$ cat src/rtl/seq_det_pkg.sv
// Shared constants for the serial pattern detector: FSM state encoding and
// overlap-mode encoding.
package seq_det_pkg;

  localparam logic [1:0] ST_FILL  = 2'd0;
  localparam logic [1:0] ST_HUNT  = 2'd1;
  localparam logic [1:0] ST_MATCH = 2'd2;

  localparam logic MODE_OVL  = 1'b1;
  localparam logic MODE_NOVL = 1'b0;

  typedef enum logic [1:0] {
    S_FILL  = ST_FILL,
    S_HUNT  = ST_HUNT,
    S_MATCH = ST_MATCH
  } det_state_e;

endpackage

$ cat src/rtl/seq_pattern_detector_sat_counter.sv
// Saturating up-counter with clear priority; holds at all-ones instead of
// wrapping.
module sat_counter #(
  parameter int CNT_W = 8
) (
  input  logic             clk,
  input  logic             reset,
  input  logic             inc,
  input  logic             clr,
  output logic [CNT_W-1:0] val
);

  localparam logic [CNT_W-1:0] CNT_MAX = {CNT_W{1'b1}};
  localparam logic [CNT_W-1:0] CNT_ONE = CNT_W'(1);

  logic [CNT_W-1:0] val_q;

  // Count register: reset, then clear, then saturating increment
  always_ff @(posedge clk) begin
    if (reset) begin
      val_q <= '0;
    end else if (clr) begin
      val_q <= '0;
    end else if (inc && (val_q != CNT_MAX)) begin
      val_q <= val_q + CNT_ONE;
    end else begin
      val_q <= val_q;
    end
  end

  assign val = val_q;

endmodule

$ cat src/rtl/seq_pattern_detector.sv
// Serial W-bit pattern detector with run-time loadable pattern, overlapping or
// non-overlapping detection, one-cycle match pulse and saturating match count.
module seq_pattern_detector
  import seq_det_pkg::*;
#(
  parameter int W     = 4,
  parameter int CNT_W = 8
) (
  input  logic             clk,
  input  logic             reset,
  input  logic             i,
  input  logic             i_valid,
  input  logic             load,
  input  logic [W-1:0]     pattern,
  input  logic             overlap,
  input  logic             clr_count,
  output logic             q,
  output logic [CNT_W-1:0] count,
  output logic             armed
);

  localparam int FW = $clog2(W + 1);
  localparam logic [FW-1:0] FILL_FULL = FW'(W);
  localparam logic [FW-1:0] FILL_ONE  = FW'(1);

  // Only the newest W-1 bits need storing: the incoming bit completes the window.
  logic [W-2:0] hist_q;
  logic [W-1:0] hist_d;
  logic [W-1:0] pat_q;
  logic         ovl_q;
  logic [FW-1:0] fill_q, fill_d;
  logic         q_q;
  logic         accept_s, match_s;
  det_state_e   state_q;

  // Post-shift window and fill level for the bit offered this cycle
  always_comb begin
    accept_s = i_valid & ~load;
    hist_d   = {hist_q, i};
    if (fill_q == FILL_FULL) begin
      fill_d = FILL_FULL;
    end else begin
      fill_d = fill_q + FILL_ONE;
    end
    match_s = accept_s && (fill_d == FILL_FULL) && (hist_d == pat_q);
  end

  // Detector FSM: history, fill level, mode/pattern latch and match pulse
  always_ff @(posedge clk) begin
    if (reset) begin
      pat_q   <= {W{1'b1}};
      ovl_q   <= MODE_OVL;
      hist_q  <= '0;
      fill_q  <= '0;
      q_q     <= 1'b0;
      state_q <= S_FILL;
    end else if (load) begin
      pat_q   <= pattern;
      ovl_q   <= overlap;
      hist_q  <= '0;
      fill_q  <= '0;
      q_q     <= 1'b0;
      state_q <= S_FILL;
    end else if (accept_s) begin
      q_q <= match_s;
      if (match_s && (ovl_q == MODE_NOVL)) begin
        hist_q <= '0;
        fill_q <= '0;
      end else begin
        hist_q <= hist_d[W-2:0];
        fill_q <= fill_d;
      end
      if (match_s) begin
        state_q <= S_MATCH;
      end else if (fill_d == FILL_FULL) begin
        state_q <= S_HUNT;
      end else begin
        state_q <= S_FILL;
      end
    end else begin
      q_q <= 1'b0;
      if (state_q == S_MATCH) begin
        state_q <= (ovl_q == MODE_NOVL) ? S_FILL : S_HUNT;
      end else begin
        state_q <= state_q;
      end
    end
  end

  sat_counter #(.CNT_W(CNT_W)) u_match_cnt (
    .clk   (clk),
    .reset (reset),
    .inc   (match_s),
    .clr   (clr_count),
    .val   (count)
  );

  assign q     = q_q;
  assign armed = (fill_q == FILL_FULL);

endmodule
$ cat config.mk
export PLATFORM = sky130hd
export DESIGN_NAME = seq_pattern_detector
export DESIGN_NICKNAME = d
export VERILOG_FILES = /design/src/rtl/seq_det_pkg.sv /design/src/rtl/seq_pattern_detector_sat_counter.sv /design/src/rtl/seq_pattern_detector.sv
export SDC_FILE = /design/constraint.sdc
export NUM_CORES = 1
export LEC_CHECK = 0
export ABC_AREA = 1
export ABC_CLOCK_PERIOD_IN_PS = 1600
export CORE_ASPECT_RATIO = 0.9
export CORE_MARGIN = 2
export CORE_UTILIZATION = 30
export DETAILED_ROUTE_END_ITERATION = 10
export SETUP_SLACK_MARGIN = 0.5
export SLEW_MARGIN = 20
export SYNTH_ARGS = -nofsm -noshare
export SYNTH_HDL_FRONTEND = slang
export SYNTH_SLANG_ARGS = --single-unit
$ cat constraint.sdc
create_clock -name clk -period 1.6 [get_ports clk]
set_input_delay 0.48 -clock clk [delete_from_list [all_inputs] [get_ports clk]]
set_output_delay 0.48 -clock clk [all_outputs]
set_load 0.03 [all_outputs]
== Word level (Yosys, flattened, before mapping) ==
Cells that the tools add are included.
Word-level totals
  input bits: 11
  flip-flop bits (word level): 20
  output and inout bits: 10
Cells by class
  equality and inequality tests: 4
  multiplexer cells: 3
  add/subtract/negate cells: 2
  bitwise operators: 4
  reduce and logical (&&, ||, !) cells: 7
Operators with widths (count)
  3-bit two-way mux: 3
  8-bit by 1-bit adder with 8-bit output (second input constant): 1
  8-bit inequality test (second input constant): 1
  3-bit equality test (second input constant): 2
  4-bit equality test: 1
  1-bit logical AND: 4
  2-bit OR reduction: 2
  3-bit by 1-bit adder with 3-bit output (second input constant): 1
  1-bit NOT: 3
  3-bit OR reduction: 1
  1-bit bitwise AND: 1

== Logic depth before layout (Yosys ltp) ==
Gate-level depths: netlist (run 1).
  depth after elaboration: 7
  gate-level depth with buffers: 9

== Hierarchy ==
From an unflattened synthesis (run 1), not the netlist that was laid out.
Second synthesis, totals
  cell total of the unflattened synthesis: 156
  area, all modules: 1078.5 um2
Modules (own cells, without submodules)
  seq_pattern_detector: cells an instance 83, area an instance 618.1 um2, instances 1
  sat_counter: cells an instance 73, area an instance 460.4 um2, instances 1

== Least setup slack after synthesis (run 1) ==
Ideal clock, no wire load.
  path kind: register to register
  start: reg u_match_cnt.val_q[0], in the netlist u_match_cnt.val[0]
  end: reg u_match_cnt.val_q[6], in the netlist u_match_cnt.val[6]
  arrival: 1525 ps
  library setup time: 70 ps
  cell stages (with the launch flop): 8
  path buffers: 0
  data required time: 1530 ps
  setup slack: 5 ps
  cells stage by stage: dfxtp_1 > ha_1 > nand2_1 > nor2_2 > nand4_4 > nand2_4 > nand2_1 > a21oi_1
Between the ends
  cells in the longest elaborated chain, start to end: 2
  elaborated cells between the ends (all ways): 3
RTL lines
  from (decl): RTL line seq_pattern_detector_sat_counter.sv:16  | logic [CNT_W-1:0] val_q;
  from (signal assigned): RTL line seq_pattern_detector_sat_counter.sv:25  | val_q <= val_q + CNT_ONE;
  from (signal assigned): RTL line seq_pattern_detector_sat_counter.sv:27  | val_q <= val_q;
  branches (longest 2 deep; another with 8-bit by 1-bit adder with 8-bit output)
Parallel ways; which one is timed is not known.
A chain may end at the register's enable or synchronous reset.

== Final worst setup path (run 1) ==
  start: reg fill_q[0]
  end: out armed
Between the ends
  cells in the longest elaborated chain, start to end: 1
RTL lines
  from (decl): RTL line seq_pattern_detector.sv:31  | logic [FW-1:0] fill_q, fill_d;
  from (signal assigned): RTL line seq_pattern_detector.sv:71  | fill_q <= fill_d;
  3-bit equality test: RTL line seq_pattern_detector.sv:99  | assign armed = (fill_q == FILL_FULL);
  to (decl): RTL line seq_pattern_detector.sv:19  | output logic armed
No other way between the ends.

==> metrics.sh, run 1 <==
RESULT_OF_THE_RUN='complete, no violations'
TIMING.FMAX_MHz=650
DRC_ERRORS_LEFT=0
GRT_PASS1_WL_MM=4.67
SKEW_PS=3.45
FP.DIEW_UM=67.8
FIRST_GLOBAL_VIAS=1080
CTS-HOLD-FIX-BUFFERS=0
PLACE_INST=228
POST_ROUTE_CELLS_DRIVE_ABOVE_1_SHARE=0.396
MAX-CAP-VIOLATIONS=0
CELLPOWERDENSITY_nW_PER_UM2=604
CRITICAL_PATH_BUF_INV_COUNT=3
DETAIL_ROUTE.FIRST_PASS.ITERATIONS=4
MAX_SLEW_VIOLATION_TOTAL_FROM_THE_FINAL_REPORT=0
CTS_BUFFER_DEPTH=2
FLOW.AREA_GROWTH_FROM_SYNTHESIS_PCT=60.0
MAXIMUM_NUMBER_OF_PINS_ON_ONE_NET_BEFORE_GLOBAL_ROUTE_REPAIR=13
RELSLEWSLACK=0.791
IO_PINS=21
CLOCK_TREE_ROOT='sky130_fd_sc_hd__clkbuf_8'
CLK_LATENCY_PS=270
PLACE_AREA_UM2=1510
FINALCRITICALPERIOD_PS=1540
SYNTH_FP_NETS=168
PORT_BUFFERS=20
TRACK_USAGE=0.150
PLACEABLECOREAREA_UM2=3450
FIN_CELLS=246
TIGHTESTPINTRANSITION_PS=314
CTS_TREE='done'
NUM_VIAS=1169
TOTAL_OVERFLOW_REPORTED_BY_THE_GLOBAL_ROUTER=0
SETUP_VIOL_COUNT_FINAL=0
UNREPAIRED_SETUP_ENDPOINTS_AFTER_GLOBAL_ROUTING='yes'
DETAILEDPLACEMENTHPWL_MM=1.98
NUMBER_OF_REGISTER_BITS_INFERRED_BY_SYNTHESIS=20
CTS_BUFFERS=3
GRT_ANTENNA_BEFORE_REPAIR=0
HOLD_VIOLATIONS=0
FINAL_NETS=217
VDD_IR_DROP_MAX_mV=0.303
N_FILL_CELL=338
SYNTHESIS.AREA_UM2=1100
DIE-AREA_UM2=4160
SEQ_AREA_FRAC_SYNTH=0.364
CP-START-KIND='flip-flop'
CLK_PIN_SLEW_WORST_PATHS_PS=80
LEAKAGEPOWER_uW=0.000816
SYN-INSTANCE-COUNT=154
POST_ROUTE_CELL_AREA_UM2=1760
FINAL_WEIGHTED_CONGESTION_IN_ROUTABILITY_DRIVEN_PLACEMENT=0.793
DR.FIRST_ITER.DRC_COUNT=64
FP.DIEH_UM=61.4
ENDPOINT_KIND='output pin'
YOSYSUNIQUECELLTYPES=24
CRITPATHMAXFANOUT=2
CTS_HTREE_LEVELS=1
CRIT_PATH_TOP_DELAY_CELL='sky130_fd_sc_hd__dfxtp_2'
POSTROUTEWIRELENGTH_MM=3.00
POSTSYNTHAREAPERCELL_UM2=7.13
ROUTEDWLPERCELL_UM=12.2
CATEGORY_OF_THE_MOST_CRITICAL_SETUP_PATH='reg -> out'
WORST_EP_ARRIVAL_TIME_PS=1060
CP.REQUIRED_PS=1120
ANT_NETS_AFTER_ROUTE=0
INITIAL_UTILIZATION=0.318
CORE.ROWCOUNT=20
POST_DRT_VIA_CELL_RATIO=4.75
CTS_NUM_SINKS=20
WORST_PATH_DOMINANT_CELL_FAMILY='flip-flops'
FINAL.PERIOD_UTILIZATION=0.961
CRITICAL_PATH.MAX_STAGE_DELAY_PS=360
CRITICAL_PATH.CELL_CHAIN='inv_4 > ha_4 > nand2_8 > inv_6 > buf_6'
YS.WARNINGS.COUNT=0
HOLD_CLASS='reg -> reg'
ANTENNA_CELLS=0
[tightest hold or removal path, delay by kind of cell (launching register included)]
| family | cells | cell delay (ps) |
|---|---|---|
| flip-flops | 1 | 310 |
| AO/OA/AOI/OAI | 1 | 70 |
| buffers and inverters | 1 | 70 |
[power breakdown]
group	total, uW	switching (uW)	internal, uW	leakage [uW]
combinational	172	86.3	85.4	0.000623
clock	371	193	179	0.0000228
sequential	518	11.6	507	0.000170
total	1060	291	771	0.000816
[metal layers]
layer,routed length (um),global-route usage,up-vias
met4,58,0.0686,0
met2,1490,0.251,29
met1,1340,0.195,538
met3,109,0.0219,5
met5,0,0,-
li1,-,-,597
[synthesized netlist by cell type]
cell type | instances | area (um^2)
sky130_fd_sc_hd__a21oi_1 | 17 | 85.1
sky130_fd_sc_hd__buf_1 | 1 | 3.75
sky130_fd_sc_hd__clkbuf_1 | 2 | 7.51
sky130_fd_sc_hd__dfxtp_1 | 20 | 400
sky130_fd_sc_hd__ha_1 | 3 | 37.5
sky130_fd_sc_hd__inv_1 | 20 | 75.1
sky130_fd_sc_hd__inv_2 | 1 | 3.75
sky130_fd_sc_hd__nand2_1 | 44 | 165
sky130_fd_sc_hd__nand2_2 | 1 | 6.26
sky130_fd_sc_hd__nand2_4 | 1 | 11.3
sky130_fd_sc_hd__nand3_1 | 11 | 55.1
sky130_fd_sc_hd__nand3_4 | 1 | 17.5
sky130_fd_sc_hd__nand3b_1 | 2 | 15.0
sky130_fd_sc_hd__nand4_1 | 2 | 12.5
sky130_fd_sc_hd__nand4_4 | 1 | 21.3
sky130_fd_sc_hd__nor2_1 | 6 | 22.5
sky130_fd_sc_hd__nor2_2 | 1 | 6.26
sky130_fd_sc_hd__nor2_8 | 2 | 40.0
sky130_fd_sc_hd__nor4_1 | 1 | 6.26
sky130_fd_sc_hd__o211ai_1 | 2 | 15.0
sky130_fd_sc_hd__o21ai_0 | 9 | 45.0
sky130_fd_sc_hd__o21ai_1 | 1 | 5.00
sky130_fd_sc_hd__or2_2 | 1 | 6.26
sky130_fd_sc_hd__xor2_1 | 4 | 35.0
[worst paths after layout]
kind	from	endpoint	slack (ps)	cells after the start
worst max-delay path	fill_q[0]	armed	60	5
worst min-delay path	pat_q[3]	pat_q[3]	490	2
worst max register to register	fill_q[0]	u_match_cnt.val[5]	80	10
worst min register to register	pat_q[3]	pat_q[3]	490	2
[repair_timing]
action | 4_1_cts | 5_1_grt
endpoints found under the setup margin | 30 | 25
buffers inserted | 9 | 4
resized for setup | 64 | 17
endpoints found under the hold margin | 0 | 0
gates cloned | 1 | 0
pin swaps | 3 | 6
[stage by stage]
step / util / hold slack (ps) / setup TNS (ps) / power, uW / setup slack, ps
after floorplan: - / 450 / 0 / 615 / 269
after global placement: 0.437 / 470 / -4110 / 673 / -315
after detailed placement: 0.437 / 478 / -4770 / 676 / -371
after CTS: 0.488 / 490 / 0 / 1050 / 58.6
after global routing: 0.509 / 518 / 0 / 1100 / 34.4
final: 0.509 / 490 / 0 / 1060 / 62.1
[logic make-up (layout without fill, tap and decap cells)]
logic type / Yosys count / after routing / share of synthesized area
flip-flops: 20 / 20 / 0.364
XOR/XNOR: 4 / 4 / 0.0319
AND/OR/NAND/NOR: 74 / 75 / 0.351
buffers and inverters: 24 / 71 / 0.0820
AO/OA/AOI/OAI: 29 / 29 / 0.137
adder cells (fa/ha/maj): 3 / 3 / 0.0342
[layout make-up]
type                       instances  area, um^2  share of cell area
clock buffer                       4        45.0              0.0256
tap                               44        55.1              0.0313
multi-input combinational        111         734               0.418
inverter                          21        86.3              0.0491
sequential                        20         424               0.241
timing repair buffer              46         413               0.235
[state kept, by name, summed over array words and instances (netlist names)]
name             flops
u_match_cnt.val      8
pat_q                4
fill_q               3
q                    1
hist_q               3
ovl_q                1
[layout by cell type (no fill, tap or decap), types with 2 or more instances in the layout]
cell	instances
sky130_fd_sc_hd__a21oi_1	16
sky130_fd_sc_hd__nor2_1	6
sky130_fd_sc_hd__nor2_8	2
sky130_fd_sc_hd__nand2_4	2
sky130_fd_sc_hd__nand4_1	2
sky130_fd_sc_hd__nand3_4	2
sky130_fd_sc_hd__ha_4	3
sky130_fd_sc_hd__dfxtp_4	4
sky130_fd_sc_hd__inv_2	3
sky130_fd_sc_hd__clkdlybuf4s50_1	6
sky130_fd_sc_hd__o211ai_1	2
sky130_fd_sc_hd__nand3b_1	2
sky130_fd_sc_hd__nor2_4	2
sky130_fd_sc_hd__nand2_2	7
sky130_fd_sc_hd__clkbuf_8	3
sky130_fd_sc_hd__inv_1	16
sky130_fd_sc_hd__xor2_1	4
sky130_fd_sc_hd__buf_6	12
sky130_fd_sc_hd__dfxtp_1	9
sky130_fd_sc_hd__dlygate4sd2_1	3
sky130_fd_sc_hd__o21ai_0	9
sky130_fd_sc_hd__nand2_1	36
sky130_fd_sc_hd__nand3_1	10
sky130_fd_sc_hd__buf_4	24
sky130_fd_sc_hd__dfxtp_2	7
Power figures use the tool's default switching activity.
==> run 2: changes to the inputs <==
--- a/config.mk
+++ b/config.mk
@@ -16,3 +16,4 @@
 export SYNTH_ARGS = -nofsm -noshare
 export SYNTH_HDL_FRONTEND = slang
 export SYNTH_SLANG_ARGS = --single-unit
+export TNS_END_PERCENT = 50
==> metrics.sh, run 2 (synthesis results as in run 1) <==
FIRST_GLOBAL_VIAS=1045  # -3.2%
CTS_BUFFER_DEPTH=2  # unchanged
CP-START-KIND='flip-flop'
TRACK_USAGE=0.145  # -0.00525
FP.DIEH_UM=61.4  # unchanged
VDD_IR_DROP_MAX_mV=0.308  # +1.7%
RELSLEWSLACK=0.826  # +0.0349
SKEW_PS=7.98  # +4.53 ps
IO_PINS=21  # unchanged
ROUTEDWLPERCELL_UM=11.5  # -5.9%
CLK_PIN_SLEW_WORST_PATHS_PS=70  # about the same
LEAKAGEPOWER_uW=0.000787  # -3.6%
HOLD_CLASS='reg -> reg'
DIE-AREA_UM2=4160  # unchanged
CTS-HOLD-FIX-BUFFERS=0  # unchanged
MULTI_INPUT_AREA_UM2=718  # -2.2%
POWER.SHARE.SWITCHING=0.267  # -0.00658
SETUP_VIOL_COUNT_FINAL=0  # unchanged
CRIT_PATH_TOP_DELAY_CELL='sky130_fd_sc_hd__dfxtp_2'
LAYOUT.CELLS.MOST_COMMON_LIST='38 x sky130_fd_sc_hd__nand2_1, 19 x sky130_fd_sc_hd__buf_4, 17 x sky130_fd_sc_hd__inv_1, 17 x sky130_fd_sc_hd__a21oi_1'
FINAL.PERIOD_UTILIZATION=0.941  # -0.0205
COMBINED_FLIP_FLOP_AND_LATCH_CELL_AREA_UM2=420  # -0.89%
CTS_BUFFERS=3  # unchanged
DETAILEDPLACEMENTHPWL_MM=2.04  # +3.1%
INITIAL_UTILIZATION=0.318  # unchanged
POWER.SHARE.CLOCK=0.342  # -0.008
FINAL_WEIGHTED_CONGESTION_IN_ROUTABILITY_DRIVEN_PLACEMENT=0.818  # +3.1%
WORST_EP_ARRIVAL_TIME_PS=1030  # -30 ps
UTILIZATION=0.481  # -0.0283
MAX-CAP-VIOLATIONS=0  # unchanged
TIGHTESTPINTRANSITION_PS=261  # -52.9 ps
SWITCHING_POWER_OF_THE_NETS_uW=276  # -5.0%
CORE.ROWCOUNT=20  # unchanged
ANTENNA_CELLS=0  # unchanged
GRT_PASS1_WL_MM=4.52  # -3.3%
GRT_ANTENNA_BEFORE_REPAIR=0  # unchanged
CATEGORY_OF_THE_MOST_CRITICAL_SETUP_PATH='reg -> out'
UNREPAIRED_SETUP_ENDPOINTS_AFTER_GLOBAL_ROUTING='yes'
CTS_NUM_SINKS=20  # unchanged
CLK_LATENCY_PS=270  # about the same
FLIP_FLOP_COUNT_OF_THE_LARGEST_REGISTER_ALL_COPIES_AND_WORDS_ADDED=8  # unchanged
CELLPOWERDENSITY_nW_PER_UM2=622  # +3.0%
HOLD_VIOLATIONS=0  # unchanged
TOTAL_OVERFLOW_REPORTED_BY_THE_GLOBAL_ROUTER=0  # unchanged
N_FILL_CELL=355  # +5.0%
PLACEABLECOREAREA_UM2=3450  # unchanged
FLOW.AREA_GROWTH_FROM_SYNTHESIS_PCT=51.1
TIMING.FMAX_MHz=664  # +2.2%
CTS_HTREE_LEVELS=1  # unchanged
WORST_SLACK_PS=94.9  # +32.7 ps
MAX_SLEW_VIOLATION_TOTAL_FROM_THE_FINAL_REPORT=0  # unchanged
COMMONEST_NON_FILL_NON_TAP_CELL_IN_THE_LAYOUT='sky130_fd_sc_hd__nand2_1'
POWER.SHARE.COMBINATIONAL=0.155  # -0.007
FINAL_NETS=209  # -3.7%
CRITICAL_PATH.MAX_STAGE_DELAY_PS=350  # about the same
MAXIMUM_NUMBER_OF_PINS_ON_ONE_NET_BEFORE_GLOBAL_ROUTE_REPAIR=12  # -1
CTS_TREE='done'
DETAIL_ROUTE.FIRST_PASS.ITERATIONS=4  # unchanged
POST_DRT_VIA_CELL_RATIO=4.64  # -2.4%
P_INT_uW=757  # -1.8%
NUM_VIAS=1104  # -5.6%
FINALCRITICALPERIOD_PS=1510  # -32.7 ps
DRC_ERRORS_LEFT=0  # unchanged
DR.FIRST_ITER.DRC_COUNT=37  # -42%
PRECTSSETUPSLACK_PS=-362  # +8.99 ps
CRITPATHMAXFANOUT=2  # unchanged
CRITICAL_PATH.CELL_CHAIN='inv_4 > ha_4 > nand2_4 > inv_2 > buf_6'
RESULT_OF_THE_RUN='complete, no violations'
PORT_BUFFERS=20  # unchanged
FP.DIEW_UM=67.8  # unchanged
POWER_uW=1030  # -2.7%
WORST_PATH_DOMINANT_CELL_FAMILY='flip-flops'
ANT_NETS_AFTER_ROUTE=0  # unchanged
CRITICAL_PATH_BUF_INV_COUNT=3  # unchanged
CP.REQUIRED_PS=1120  # about the same
POSTROUTEWIRELENGTH_MM=2.73  # -8.9%
POWER.SHARE.SEQUENTIAL=0.503  # +0.015
ENDPOINT_KIND='output pin'
FINALSETUPTNS_PS=0  # unchanged
CLOCK_TREE_ROOT='sky130_fd_sc_hd__clkbuf_8'
POST_ROUTE_CELLS_DRIVE_ABOVE_1_SHARE=0.340  # -0.0558
run 2: power groups by stage:
stage	Sequential (uW)	Clock, uW	Combinational, uW
2_1_floorplan	530	0	81.9
3_3_place_gp	533	0	137
4_1_cts	521	358	161
5_1_grt	522	378	177
3_5_place_dp	533	0	141
6_report	519	354	160
run 2: final cells by class:
class                           instances  area share
Clock buffer                            3      0.0249
Clock inverter                          1     0.00226
Inverter                               21      0.0490
Multi-Input combinational cell        111       0.433
Sequential cell                        20       0.253
Tap cell                               44      0.0332
Timing Repair Buffer                   38       0.205
run 2: worst paths after layout:
check	startpoint	endpoint	depth (start not counted)	slack, ps
setup / recovery	fill_q[0]	armed	5	90
hold / removal	pat_q[2]	pat_q[2]	2	490
hold reg to reg	pat_q[2]	pat_q[2]	2	490
setup reg to reg	fill_q[0]	u_match_cnt.val[6]	10	150
run 2: tightest hold or removal path: stages (launching register included):
cell and delay [ps]:
sky130_fd_sc_hd__dfxtp_1 310, sky130_fd_sc_hd__inv_1 60, sky130_fd_sc_hd__o21ai_0 60
run 2: repair_timing:
action | CTS | global route
pin swaps | 6 | 3
cloned | 1 | 0
gates resized for setup | 60 | 10
endpoints found under the setup margin | 30 | 30
setup buffers | 5 | 2
run 2: metal layers:
layer  vias up  routed length, um  GRT usage
met2        25               1330      0.245
met3         5                 93     0.0110
li1        580                  -          -
met5         -                  0          0
met4         0                 60     0.0771
met1       494               1240      0.187
run 2: through the flow:
stage	instances	area (um^2)	hold slack [ps]
final	238	1660	485
after global routing	238	1660	513
after CTS	236	1630	483
after detailed placement	226	1480	471
after global placement	226	1480	473
after floorplan	154	1160	450
==> edit: new RTL, config.mk and constraints of run 2 <==
The parameter `W` goes from 4 to 8.
--- a/src/rtl/seq_pattern_detector.sv
+++ b/src/rtl/seq_pattern_detector.sv
@@ -5,3 +5,3 @@
 #(
-  parameter int W     = 4,
+  parameter int W     = 8,
   parameter int CNT_W = 8
Ports: changed (resized pattern); port bits go from 21 to 25. The function was not compared with the original's and may differ.
==> edit against run 2 <==
  * Power rose by 52%
  * Non-clock buffer count rose by 5
  * Design area rose by 35%
  * Die area rose by 35%
  * Cell count rose by 43%
  * Wire length rose by 34%
  * Synthesized cell count rose by 48%
  * Global-route usage barely moved
  * Count of clock-buffer cells in the layout rose by 2
  * Sequential cell count rose by 9
  * Setup slack got worse by 0.092 ns
  * Maximum frequency fell by 5.8%
  * Synthesized area rose by 38%
  * Sequential power rose by 48%
==> edit: results (changes against run 2) <==
set qor(grt_util_met1) 0.195 ;# +0.00804
set qor(num_vias) 1530 ;# +39%
set qor(synth_area_leaders) {sky130_fd_sc_hd__dfxtp_1 38%, sky130_fd_sc_hd__nand2_1 15%, sky130_fd_sc_hd__a21oi_1 8.3%}
set qor(critical_path.reg2reg.endpoint) {u_match_cnt.val[4]}
set qor(n_all_inverters) 35 ;# +67%
set qor(max-vdd-ir-drop_mv) 0.397 ;# +29%
set qor(global_route.usage.met3) 0.0428 ;# +0.0319
set qor(fillerInstances) 501 ;# +41%
set qor(met3_length_um) 128 ;# +38%
set qor(post-route-cell-area_mm2) 0.00224 ;# +35%
set qor(placement.cell_area_mm2) 0.00196 ;# +32%
set qor(drt_iter0_drc) 69 ;# +86%
set qor(worst_clock_skew_ns) 0.00724 ;# -0.000743 ns
set qor(run_status) {completed}
set qor(detail_route.wirelength.met1_um) 1880 ;# +51%
set qor(post_synth_inst_count) 228 ;# +48%
set qor(die_width_um) 78.9 ;# +16%
set qor(synthesis.nets) 246 ;# +46%
set qor(port_buffers) 24 ;# +20%
set qor(clock_network_share_of_area) 0.0386 ;# +0.0115
set qor(hold_startpoint) {pat_q[1]}
set qor(dpl_worst_slack_ns) -0.415 ;# -0.0538 ns
set qor(synth-seq-area-share) 0.383 ;# +0.0187
set qor(dp.cells) 325 ;# +44%
set qor(gp_routability_congestion) 0.792 ;# -3.2%
set qor(layout.buffer.nonclock.area_share) 0.181 ;# -0.0237
set qor(layout.comb_gates.multi_input) 160 ;# +44%
set qor(totalWireLength_um) 3660 ;# +34%
set qor(post_drt_via_cell_ratio) 4.50 ;# -3.0%
set qor(cts_setup_buffers) 3 ;# -2
set qor(grt_first_pass_wirelength_um) 6500 ;# +44%
set qor(layout-drive-gt1-share) 0.295 ;# -0.0457
set qor(smallest_hold_slack_ns) 0.476 ;# -0.00945 ns
set qor(final.signal_buffer_count) 43 ;# +13%
set qor(worst_pin_slew_ns) 0.237 ;# -0.0232 ns
set qor(setup_ws_ns) 0.00259 ;# -0.0923 ns
set qor(cp_max_fo) 4 ;# +2
set qor(final_net_count) 292 ;# +40%
set qor(worst-r2r-setup-slack_ns) 0.06 ;# -0.09 ns
set qor(cts_max_level) 2 ;# +1
set qor(synth_commonest_cells) {62 x sky130_fd_sc_hd__nand2_1, 32 x sky130_fd_sc_hd__inv_1, 29 x sky130_fd_sc_hd__dfxtp_1}
set qor(total_global_routing_track_utilization) 0.145 ;# about the same
set qor(arrival_time_at_the_worst_endpoint_ns) 1.12 ;# +0.09 ns
set qor(leakagePower_nw) 0.978 ;# +24%
set qor(met2_resource_use_gr) 0.225 ;# -0.0200
set qor(grt_start_max_net_pins) 20 ;# +8
[edit: cell types whose count changed after synthesis, moves of 4 or more]
cell                      delta
sky130_fd_sc_hd__a21oi_1     +8
sky130_fd_sc_hd__dfxtp_1     +9
sky130_fd_sc_hd__inv_1      +12
sky130_fd_sc_hd__nand2_1    +18
sky130_fd_sc_hd__nand3_1     -4
sky130_fd_sc_hd__nand4_1     +7
sky130_fd_sc_hd__nor2_1     +12
sky130_fd_sc_hd__o21ai_0     +9
[edit: logic make-up after synthesis]
group / count (synthesis) / share of synthesized area
compound gates: 44 / 0.147
simple gates: 106 / 0.311
flops: 29 / 0.383
buf+inv: 40 / 0.0991
xor+xnor: 6 / 0.0347
fa+ha+maj: 3 / 0.0248
[edit: power breakdown]
group          internal (mW)  switching, mW  total [mW]
logic                 0.0987          0.119       0.217
registers              0.746         0.0234       0.769
clock network          0.299          0.288       0.587
total                   1.14          0.430        1.57
